--- src/rtl/pool_layer.sv ---
// 2x2 stride-2 max pooling with ReLU over a multi-channel feature map held in DRAM.
// Reads four words per window (one-cycle read latency), writes one pooled word.
module pool_layer #(
   parameter int DATA_WIDTH = 32,
   parameter int ADDR_WIDTH = 18,
   parameter int IN_WIDTH   = 28,
   parameter int IN_HEIGHT  = 28,
   parameter int NUM_CHNL   = 6,
   parameter int IN_BASE    = 4096,
   parameter int OUT_BASE   = 24576
) (
   input  logic                  clk,
   input  logic                  srst,
   input  logic                  enable,
   input  logic [DATA_WIDTH-1:0] data_in,
   output logic [DATA_WIDTH-1:0] data_out,
   output logic [ADDR_WIDTH-1:0] addr_in,
   output logic [ADDR_WIDTH-1:0] addr_out,
   output logic                  dram_en_rd,
   output logic                  dram_en_wr,
   output logic                  done
);

   typedef enum logic [2:0] {ST_IDLE, ST_RD, ST_LAST, ST_WR, ST_DONE} state_t;

   localparam logic [3:0] OX_LAST = 4'(IN_WIDTH / 2 - 1);
   localparam logic [3:0] OY_LAST = 4'(IN_HEIGHT / 2 - 1);
   localparam logic [3:0] CH_LAST = 4'(NUM_CHNL - 1);
   localparam logic [ADDR_WIDTH-1:0] IN_BASE_A  = ADDR_WIDTH'(IN_BASE);
   localparam logic [ADDR_WIDTH-1:0] OUT_BASE_A = ADDR_WIDTH'(OUT_BASE);

   state_t                state_reg, state_next;
   logic [1:0]            k_reg, k_next;
   logic [3:0]            ox_reg, ox_next;
   logic [3:0]            oy_reg, oy_next;
   logic [3:0]            chnl_reg, chnl_next;
   logic [DATA_WIDTH-1:0] max_reg, max_next;

   logic                  greater;
   logic                  last_window;
   logic [13:0]           rd_offset;
   logic [13:0]           wr_offset;
   logic [DATA_WIDTH-1:0] relu_val;

   always_ff @(posedge clk) begin
      if (srst) begin
         state_reg <= ST_IDLE;
         k_reg     <= '0;
         ox_reg    <= '0;
         oy_reg    <= '0;
         chnl_reg  <= '0;
         max_reg   <= '0;
      end else begin
         state_reg <= state_next;
         k_reg     <= k_next;
         ox_reg    <= ox_next;
         oy_reg    <= oy_next;
         chnl_reg  <= chnl_next;
         max_reg   <= max_next;
      end
   end

   assign greater     = $signed(data_in) > $signed(max_reg);
   assign last_window = (oy_reg == OY_LAST) && (ox_reg == OX_LAST) && (chnl_reg == CH_LAST);

   always_comb begin
      state_next = state_reg;
      k_next     = k_reg;
      ox_next    = ox_reg;
      oy_next    = oy_reg;
      chnl_next  = chnl_reg;
      max_next   = max_reg;
      case (state_reg)
         ST_IDLE: begin
            if (enable) begin
               state_next = ST_RD;
               k_next     = '0;
               ox_next    = '0;
               oy_next    = '0;
               chnl_next  = '0;
            end
         end
         ST_RD: begin
            // data_in lags the address by one cycle: k=1 sees the k=0 word
            k_next = k_reg + 2'd1;
            if (k_reg == 2'd3) state_next = ST_LAST;
            if (k_reg == 2'd1) max_next = data_in;
            else if (k_reg != 2'd0 && greater) max_next = data_in;
         end
         ST_LAST: begin
            if (greater) max_next = data_in;
            state_next = ST_WR;
         end
         ST_WR: begin
            state_next = last_window ? ST_DONE : ST_RD;
            if (oy_reg == OY_LAST) begin
               oy_next = '0;
               if (ox_reg == OX_LAST) begin
                  ox_next   = '0;
                  chnl_next = chnl_reg + 4'd1;
               end else begin
                  ox_next = ox_reg + 4'd1;
               end
            end else begin
               oy_next = oy_reg + 4'd1;
            end
         end
         ST_DONE: state_next = ST_IDLE;
         default: state_next = ST_IDLE;
      endcase
   end

   // {chnl, x, y} with x = 2*ox+dx and y = 2*oy+dy, five bits each for x and y
   assign rd_offset = {chnl_reg, ox_reg, k_reg[0], oy_reg, k_reg[1]};
   assign wr_offset = {chnl_reg, 1'b0, ox_reg, 1'b0, oy_reg};

   genvar gi;
   generate
      for (gi = 0; gi < DATA_WIDTH; gi++) begin : g_relu
         assign relu_val[gi] = max_reg[gi] & ~max_reg[DATA_WIDTH-1];
      end
   endgenerate

   always_comb begin
      dram_en_rd = (state_reg == ST_RD);
      dram_en_wr = (state_reg == ST_WR);
      done       = (state_reg == ST_DONE);
      addr_in    = dram_en_rd ? IN_BASE_A + ADDR_WIDTH'(rd_offset) : '0;
      addr_out   = dram_en_wr ? OUT_BASE_A + ADDR_WIDTH'(wr_offset) : '0;
      data_out   = dram_en_wr ? relu_val : '0;
   end

endmodule

--- config.mk ---
export PLATFORM = sky130hd
export DESIGN_NAME = pool_layer
export DESIGN_NICKNAME = d
export VERILOG_FILES = /design/src/rtl/pool_layer.sv
export SDC_FILE = /design/constraint.sdc
export NUM_CORES = 1
export LEC_CHECK = 0
export ABC_CLOCK_PERIOD_IN_PS = 2900
export CAP_MARGIN = 10
export CORE_UTILIZATION = 41
export CTS_BUF_LIST = sky130_fd_sc_hd__clkbuf_8
export CTS_CLUSTER_SIZE = 10
export DETAILED_ROUTE_END_ITERATION = 10
export MAX_ROUTING_LAYER = met4
export PLACE_DENSITY = 0.73
export SLEW_MARGIN = 10
export SYNTH_ARGS = -nofsm -noshare
export SYNTH_HDL_FRONTEND = slang
export SYNTH_SLANG_ARGS = --single-unit
--- constraint.sdc ---
create_clock -name clk -period 2.9 [get_ports clk]
set_input_delay 0.725 -clock clk [delete_from_list [all_inputs] [get_ports clk]]
set_output_delay 0.725 -clock clk [all_outputs]
set_load 0.1 [all_outputs]
# Word-level counts from Yosys, hierarchy flattened
# Cells that the tools add are included.
word_totals:
  in_bits: 35
  reg_bits: 49
  output_inout_bits: 71
  elab_cells: 96
classes:
  n_reduce_logical: 14
  n_bitwise: 32
  eq_ne: 15
  n_mux: 22
  addsub: 6
  order_cmp: 1
ops:
  columns: ["cell", "count"]
  rows:
  - ["two-way mux 32 bit", 3]
  - ["case mux 32 bit (2 select lines)", 1]
  - ["greater-than comparator 32 bit", 1]
  - ["AND 1 bit", 31]
  - ["two-way mux 31 bit", 1]
  - ["two-way mux 4 bit", 6]
  - ["case mux 4 bit (2 select lines)", 3]
  - ["adder 15 x 14 -> 16 bit, first input constant", 1]
  - ["two-way mux 16 bit", 1]
  - ["adder 13 x 14 -> 15 bit, first input constant", 1]
  - ["two-way mux 15 bit", 1]
  - ["adder 4 x 1 -> 4 bit, second input constant", 3]
  - ["case mux 3 bit (4 select lines)", 1]
  - ["two-way mux 3 bit", 3]
  - ["equality test 4 bit, second input constant", 2]
  - ["nonzero test 2 bit", 4]
  - ["equality test 3 x 2 -> 1 bit, second input constant", 2]
  - ["inequality test 2 x 1 -> 1 bit, second input constant", 3]
  - ["AND reduction 2 bit", 3]
  - ["AND reduction 3 bit", 2]
  - ["equality test 4 x 3 -> 1 bit, second input constant", 1]
  - ["inequality test 2 bit, second input constant", 2]
  - ["case mux 2 bit (2 select lines)", 1]
  - ["AND reduction 4 bit", 1]
  - ["other kinds (10)", 12]

# Depth between registers and ports, before layout
depth:
  word_depth: 5
  ltp_mapped: 12
  depth_no_buf: 10

# Worst setup path after synthesis
# Ideal clock, no wire load.
synth_timing:
  kind: "reg2out"
  start: "register state_reg[0]"
  end: "output data_out[25]"
  path_buffers: 3
  stages_incl_launch_ff: 7
  setup_slack_ns: -1.148
  arrival_ns: 3.323
  required_time_ns: 2.175
  path_cell_list: "dfxtp_1 > clkbuf_1 > nand2_1 > or2_2 > clkbuf_1 > buf_1 > nor3_1"
synth_via:
  elab_chain_len: 2
synth_rtl:
  columns: ["element", "line_no", "text"]
  rows:
  - ["start, declared", "32", "state_t state_reg, state_next;"]
  - ["start signal, assigned", "54", "state_reg <= state_next;"]
  - ["equality test 3 x 2 -> 1 bit", "126", "dram_en_wr = (state_reg == ST_WR);"]
  - ["two-way mux 31 bit", "130", "data_out = dram_en_wr ? relu_val : '0;"]
  - ["end, declared", "16", "output logic [DATA_WIDTH-1:0] data_out,"]
# No other way between the ends.

# Worst setup path after layout
layout_timing:
  start: "input data_in[5]"
  end: "register max_reg[8]"
layout_via:
  elab_chain_len: 4
  elab_cells_between_ends: 5
  cone_classes: "order compare: 1; eq/ne: 2; reduce/logical: 2"
layout_rtl:
  columns: ["element", "line_no", "text"]
  rows:
  - ["start, declared", "15", "input logic [DATA_WIDTH-1:0] data_in,"]
  - ["greater-than comparator 32 bit (*)", "63", "assign greater = $signed(data_in) > $signed(max_reg);"]
  - ["logical AND 1 bit", "88", "else if (k_reg != 2'd0 && greater) max_next = data_in;"]
  - ["inequality test 3 x 1 -> 1 bit (no line)", null, null]
  - ["AND reduction 3 bit (no line) (*)", null, null]
  - ["end signal, assigned", "59", "max_reg <= max_next;"]
  - ["end, declared", "37", "logic [DATA_WIDTH-1:0] max_reg, max_next;"]
# Mark *: on every way between the ends. The rest lies on a longest branch, timed or not.
# A chain may end at the register's enable or synchronous reset.

==> flow_summary_export.csv <==
group,metric,value,unit
sta,period_needed,2.84,ns
floorplan,row_count,33,
setup_path,max_stage_delay,0.42,ns
global_routing,grt_pass1_wl,16100,um
floorplan,initial_core_util,43.4,%
floorplan,die-area,0.00925,mm2
detailed_routing,remaining_drc_errors,0,
global_routing,antenna_found_initial,0,
floorplan,fp.dieH,96.2,um
finish,fillCellCount,607,
clock_network,clkLatencyLatePin,0.31,ns
logic_synthesis,synth_edf_count,0,
logic_synthesis,synth.area.top_cells,"dfxtp_1 (27%), ha_1 (15%), nand2b_1 (11%)",
finish,drive_gt1_share,32.1,%
global_routing,grt_util_all_layers,23.0,%
sta,setup_ws,0.0590,ns
logic_synthesis,netlist_area,0.00364,mm2
global_routing,overflow,0,
logic_synthesis,synth-async-reset-ratio,0,%
job,maxCapViolations,0,
logic_synthesis,synth_compound_area_share,7.60,%
detailed_routing,drtAntennaViolNets,0,
min_path,hp-class,"flop to flop",
clock_network,path_clk_slew,0.09,ns
setup_path,ff2ff_setup_slack,0.32,ns
logic_synthesis,muxShareOfSynthArea,8.81,%
setup_path,critPathMaxFanout,8,
logic_synthesis,yosys.area_share.simple,30.4,%
clock_network,numCtsBuffers,5,
logic_synthesis,yosys_warnings,0,
logic_synthesis,avgSynthCellArea,8.17,um2
logic_synthesis,synth_top_family_by_area,"simple AND/OR/NAND/NOR gates",
finish,largest_reg_flops,32,
finish,area_growth,63.8,%
sta,max_freq,0.352,GHz
detailed_routing,drtPass1Iterations,4,
setup_path,worstReg2RegEnd,"max_reg[8]",
detailed_routing,first_iter_violations,116,
logic_synthesis,synthAdderAreaFrac,14.8,%
sta,hold_viol_final,0,
finish,antenna_cells,0,
setup_path,path_class,"primary input to flop",
logic_synthesis,yosys_most_used_dff,"dfxtp_1",
logic_synthesis,synth-seq-area-share,27.0,%
sta,fin_crit_sh,98.0,%
sta,maxSlewHeadroom,49.5,%
detailed_routing,dr_total_vias,3438,
clock_network,clockBufferDepth,2,
floorplan,io_pins,106,
clock_network,h-tree-depth,2,
sta,slew_viol_final,0,
clock_network,cts.sinks,49,
logic_synthesis,yosysUniqueCellTypes,47,
pwr,power_density,293,mW/mm2
pwr,irDropWorstVdd,0.194,mV
setup_path,slowest_stage,"clkdlybuf4s50_1",
floorplan,core_area,0.00838,mm2
setup_path,required,3.12,ns
global_routing,grt_pass1_vias,3417,
clock_network,holdBufCountCts,0,
setup_path,reg2reg_depth,11,
detailed_routing,via_per_inst,5.26,
finish,final_nets,626,
setup_path,r2r_start,"max_reg[29]",
setup_path,worstPathArrival,3.07,ns
logic_synthesis,synth_top_area_cell,"dfxtp_1",
pwr,leakagePower,2.41,nW
clock_network,cts_tree,"built",
detailed_routing,wirelength,10200,um
placed_design,dp_hpwl,7250,um
sta,fin_setup_tns,0,ns
logic_synthesis,ys_ff_latch,49,
min_path,min_delay_path_depth,2,
logic_synthesis,synth_cells,445,
global_routing,grt_max_degree,43,
run_status,outcome,"finished clean",
sta,finClkSkew,0.00802,ns
placed_design,port_buffers,97,
placed_design,place_ws,-0.546,ns
placed_design,gp_congestion,0.797,
sta,max_slew.worst_pin.slew,0.758,ns
setup_path,critPathMostFrequentCell,"o211ai_2",
min_path,hp-start,"max_reg[22]",
floorplan,die_w,96.2,um
setup_path,setup.worst_path.end_class,"flop",
min_path,hold_path_end,"max_reg[22]",
detailed_routing,wl_per_cell,15.6,um
logic_synthesis,synth_top_area_share,27.0,%
clock_network,root_buffer,"clkbuf_8",
logic_synthesis,synth_xor_area_share,1.20,%
setup_path,start_kind,"primary input",
setup_path,crit_chain,"clkdlybuf4s50_1, ha_1, a21oi_2, o21ai_2, a221oi_2, buf_4, or3_1, o211ai_2, o211ai_2, a21o_4, buf_12, mux2i_2",
sta,final-setup-viol-count,0,
layout by cell type, fill, tap and decap left out, drive strengths merged, types with 2 or more instances in the layout:
cell,instances
nand2b,64
a21boi,2
a211oi,2
dlymetal6s2s,4
dlygate4sd2,10
and2,8
a2111oi,2
nand2,18
o21ai,8
and4,2
nor2,29
nor3,40
nor4,3
o211ai,2
nand4,8
dfxtp,49
ha,43
a21oi,21
clkbuf,7
mux2i,32
nand3,7
inv,42
conb,8
or3,2
nor3b,2
a221oi,2
buf,87
xnor2,2
and3,11
xor2,3
clkdlybuf4s50,18
worst max-delay path by stage:
stage | startpoint | end | slack, ns | cells past startpoint
2_1_floorplan | state_reg[0] | data_out[12] | -0.41 | 6
3_3_place_gp | data_in[31] | max_reg[11] | -0.43 | 11
3_5_place_dp | data_in[31] | max_reg[8] | -0.55 | 11
4_1_cts | data_in[28] | max_reg[8] | 0.01 | 11
5_1_grt | data_in[5] | max_reg[8] | -0.04 | 12
6_report | data_in[5] | max_reg[8] | 0.06 | 12
synthesized netlist by cell type, types with 2 or more instances:
cell type,number
nand4_1,6
and2_1,8
a21oi_1,21
buf_12,3
or3_1,2
nor2_1,29
nand3_1,7
buf_4,9
nor3b_1,2
o211ai_2,2
a2111oi_0,2
mux2i_1,32
o21ai_0,7
xnor2_1,2
nor4_1,2
nor3_1,40
inv_1,41
clkbuf_1,17
ha_1,43
dfxtp_1,49
xor2_1,3
buf_1,2
nand2_1,17
a221oi_1,2
and3_1,10
nand2b_1,64
a211oi_1,2
nand4_2,2
layout make-up:
type | count | area, um2 | area share (%)
Multi-Input combinational cell | 329 | 2840 | 47.7
Timing Repair Buffer | 121 | 1720 | 28.9
Sequential cell | 49 | 982 | 16.5
Inverter | 42 | 159 | 2.67
Tap cell | 105 | 131 | 2.21
Clock buffer | 6 | 82.6 | 1.39
Clock inverter | 2 | 33.8 | 0.567
per-layer routing:
layer | GRT usage, % | part of all wire, % | routed length [um] | vias up
met2 | 40.7 | 52 | 5350 | 100
li1 | - | - | - | 1690
met1 | 26.0 | 41 | 4180 | 1627
met4 | 8.33 | 1.7 | 178 | 0
met3 | 3.71 | 4.8 | 485 | 21
met5 | - | 0 | 0 | -
through the flow:
step	area [um2]	total power [W]	instances	util (%)	hold slack, ns
after floorplan	3960	0.00104	452	-	0.452
after global placement	5530	0.00116	642	66.0	0.459
after detailed placement	5530	0.00117	642	66.0	0.470
after CTS	5800	0.00171	651	69.2	0.486
after global routing	5960	0.00182	654	71.1	0.502
final	5960	0.00174	654	71.1	0.486
where the power goes:
part           total, W  leakage (nW)  internal, W  switching [W]
logic          0.000514          1.94     0.000218       0.000296
clock network  0.000512        0.0626     0.000278       0.000234
registers      0.000717         0.398     0.000700      0.0000172
total           0.00174          2.40      0.00120       0.000547
kinds of logic (layout without fill, tap and decap cells):
group           count (synthesis)  count (layout)
flops                          49              49
compound gates                 44              44
simple gates                  197             197
xor+xnor                        5               5
other cells                     1               8
buf+inv                        74             171
fa+ha+maj                      43              43
mux                            32              32
timing repair:
| item | 4_1_cts | 5_1_grt |
|---|---|---|
| buffers inserted | 0 | 2 |
| endpoints found under the setup margin | 40 | 32 |
| gates resized for setup | 28 | 20 |
| pin swaps | 8 | 9 |
| cloned | 1 | 1 |
critical path: cells and delay by family:
kind                       cells  cell delay (ns)
AOI/OAI and AO/OA              6             0.95
buffers and inverters          3             0.73
adders and majority gates      1             0.32
muxes                          1             0.23
and+or+nand+nor                1             0.10
Power figures use the tool's default switching activity.
==> variant (same settings) <==
Change the parameter `ADDR_WIDTH` from 18 to 36.
--- a/src/rtl/pool_layer.sv
+++ b/src/rtl/pool_layer.sv
@@ -2,7 +2,7 @@
 // Reads four words per window (one-cycle read latency), writes one pooled word.
 module pool_layer #(
    parameter int DATA_WIDTH = 32,
-   parameter int ADDR_WIDTH = 18,
+   parameter int ADDR_WIDTH = 36,
    parameter int IN_WIDTH   = 28,
    parameter int IN_HEIGHT  = 28,
    parameter int NUM_CHNL   = 6,
Interface: changed (resized addr_in and addr_out); port bits go from 106 to 142. The function was not compared with the original's and may differ.
==> variant against the unedited design <==
  * Power grew 6.5%
  * First-iteration DRC count is 22% lower
  * Count of clock-buffer cells in the layout shrank 1
  * Clock skew increased by 0.0034 ns
  * Utilization down 4.2 points
  * Area after synthesis up 7.4%
  * Worst setup slack worse by 0.049 ns
  * Largest power group is now combinational cells
  * Sequential cell count stayed put
  * Wire length decreased by 1.2%
  * Critical endpoint unchanged
  * Design area rose by 3.7%
==> variant: results (changes against the unedited design) <==
{
  "outcome": {"value": "completed"},
  "crit_arrival": {"value": 3.12, "unit": "ns", "change": "+0.05 ns"},
  "worst_hold_slack": {"value": 0.482, "unit": "ns", "change": "-0.00413 ns"},
  "synth_cell_type_count": {"value": 47, "change": "unchanged"},
  "crit_family": {"value": "buffers and inverters"},
  "via_count_of_the_first_global_routing_pass": {"value": 3387, "change": "-0.88%"},
  "route.met2.wl": {"value": 5220, "unit": "um", "change": "-2.5%"},
  "netlist_top_cells_count": {"value": "sky130_fd_sc_hd__nand2b_1 (64), sky130_fd_sc_hd__dfxtp_1 (49), sky130_fd_sc_hd__buf_4 (45)"},
  "max_freq": {"value": 346, "unit": "MHz", "change": "-1.7%"},
  "static-leakage-power": {"value": 0.00256, "unit": "uW", "change": "+6.3%"},
  "reg2regPathDepth": {"value": 12, "change": "+1"},
  "wirelength_met1": {"value": 4220, "unit": "um", "change": "+0.84%"},
  "grt_max_degree": {"value": 74, "change": "+72%"},
  "r2r_start": {"value": "max_reg[31]"},
  "track_usage": {"value": 20.5, "unit": "%", "change": "-2.5 points"},
  "pre_cts_ws": {"value": -0.498, "unit": "ns", "change": "+0.0477 ns"},
  "synth.area.top_cells": {"value": "sky130_fd_sc_hd__dfxtp_1 (25%), sky130_fd_sc_hd__ha_1 (14%), sky130_fd_sc_hd__nand2b_1 (10%), sky130_fd_sc_hd__buf_4 (8.6%), sky130_fd_sc_hd__mux2i_1 (8.2%)"},
  "cts_setup_buffers": {"value": 2, "change": "+2"},
  "drt_pre_antenna_iters": {"value": 5, "change": "+1"},
  "critPathMaxStageDelay": {"value": 0.47, "unit": "ns", "change": "+0.05 ns"},
  "synth-xor-area-share": {"value": 1.12, "unit": "%", "change": "-0.083 points"},
  "layout-drive-gt1-share": {"value": 32.3, "unit": "%", "change": "+0.25 points"},
  "synth-compound-area-share": {"value": 7.08, "unit": "%", "change": "-0.53 points"},
  "routed_wl": {"value": 10100, "unit": "um", "change": "-1.2%"},
  "holdCritStartpoint": {"value": "max_reg[1]"},
  "use_met3": {"value": 2.67, "unit": "%", "change": "-1.0 points"},
  "filler_cell_count": {"value": 720, "change": "+19%"},
  "worstPathMaxFanout": {"value": 12, "change": "+4"},
  "cts_max_path_buffers": {"value": 2, "change": "unchanged"},
  "via_count": {"value": 3537, "change": "+2.9%"},
  "hpwlAfterDp": {"value": 7260, "unit": "um", "change": "about the same"},
  "ir_drop": {"value": 204, "unit": "uV", "change": "+5.2%"},
  "design.final.nets": {"value": 662, "change": "+5.8%"},
  "synth.yosys.seq_area_share": {"value": 25.1, "unit": "%", "change": "-1.9 points"},
  "flop2flop_setup_slack": {"value": 0.24, "unit": "ns", "change": "-0.08 ns"},
  "share_of_cell_area_taken_by_muxes_after_synthesis": {"value": 8.20, "unit": "%", "change": "-0.61 points"},
  "gp_congestion": {"value": 0.852, "change": "+7.0%"},
  "initialDrtViolationCount": {"value": 90, "change": "-22%"},
  "grt_pass1_wl": {"value": 15900, "unit": "um", "change": "-0.95%"},
  "met3RoutedLength": {"value": 387, "unit": "um", "change": "-20%"}
}
==> variant: layout make-up <==
cell class | count | area, sq um | area share (%)
multi-input combinational | 365 | 3060 | 49.5
tap | 129 | 161 | 2.61
inverter | 42 | 158 | 2.55
sequential | 49 | 982 | 15.9
clock buffer | 5 | 68.8 | 1.11
timing repair buffer | 121 | 1730 | 28.0
clock inverter | 3 | 18.8 | 0.304
==> variant: power groups by stage <==
stage	sequential [uW]	combinational, uW	clock (uW)
2_1_floorplan	727	555	0
3_3_place_gp	730	625	0
3_5_place_dp	731	637	0
4_1_cts	716	673	416
5_1_grt	720	775	448
6_report	716	730	410
==> variant: metrics by stage <==
stage	util, %	std cells	power [uW]	instance area, sq um
floorplan	-	524	1280	4370
global placement	61.4	701	1350	5670
detailed placement	61.4	701	1370	5670
CTS	64.3	713	1800	5950
global route	66.9	714	1940	6180
finish	66.9	714	1860	6180
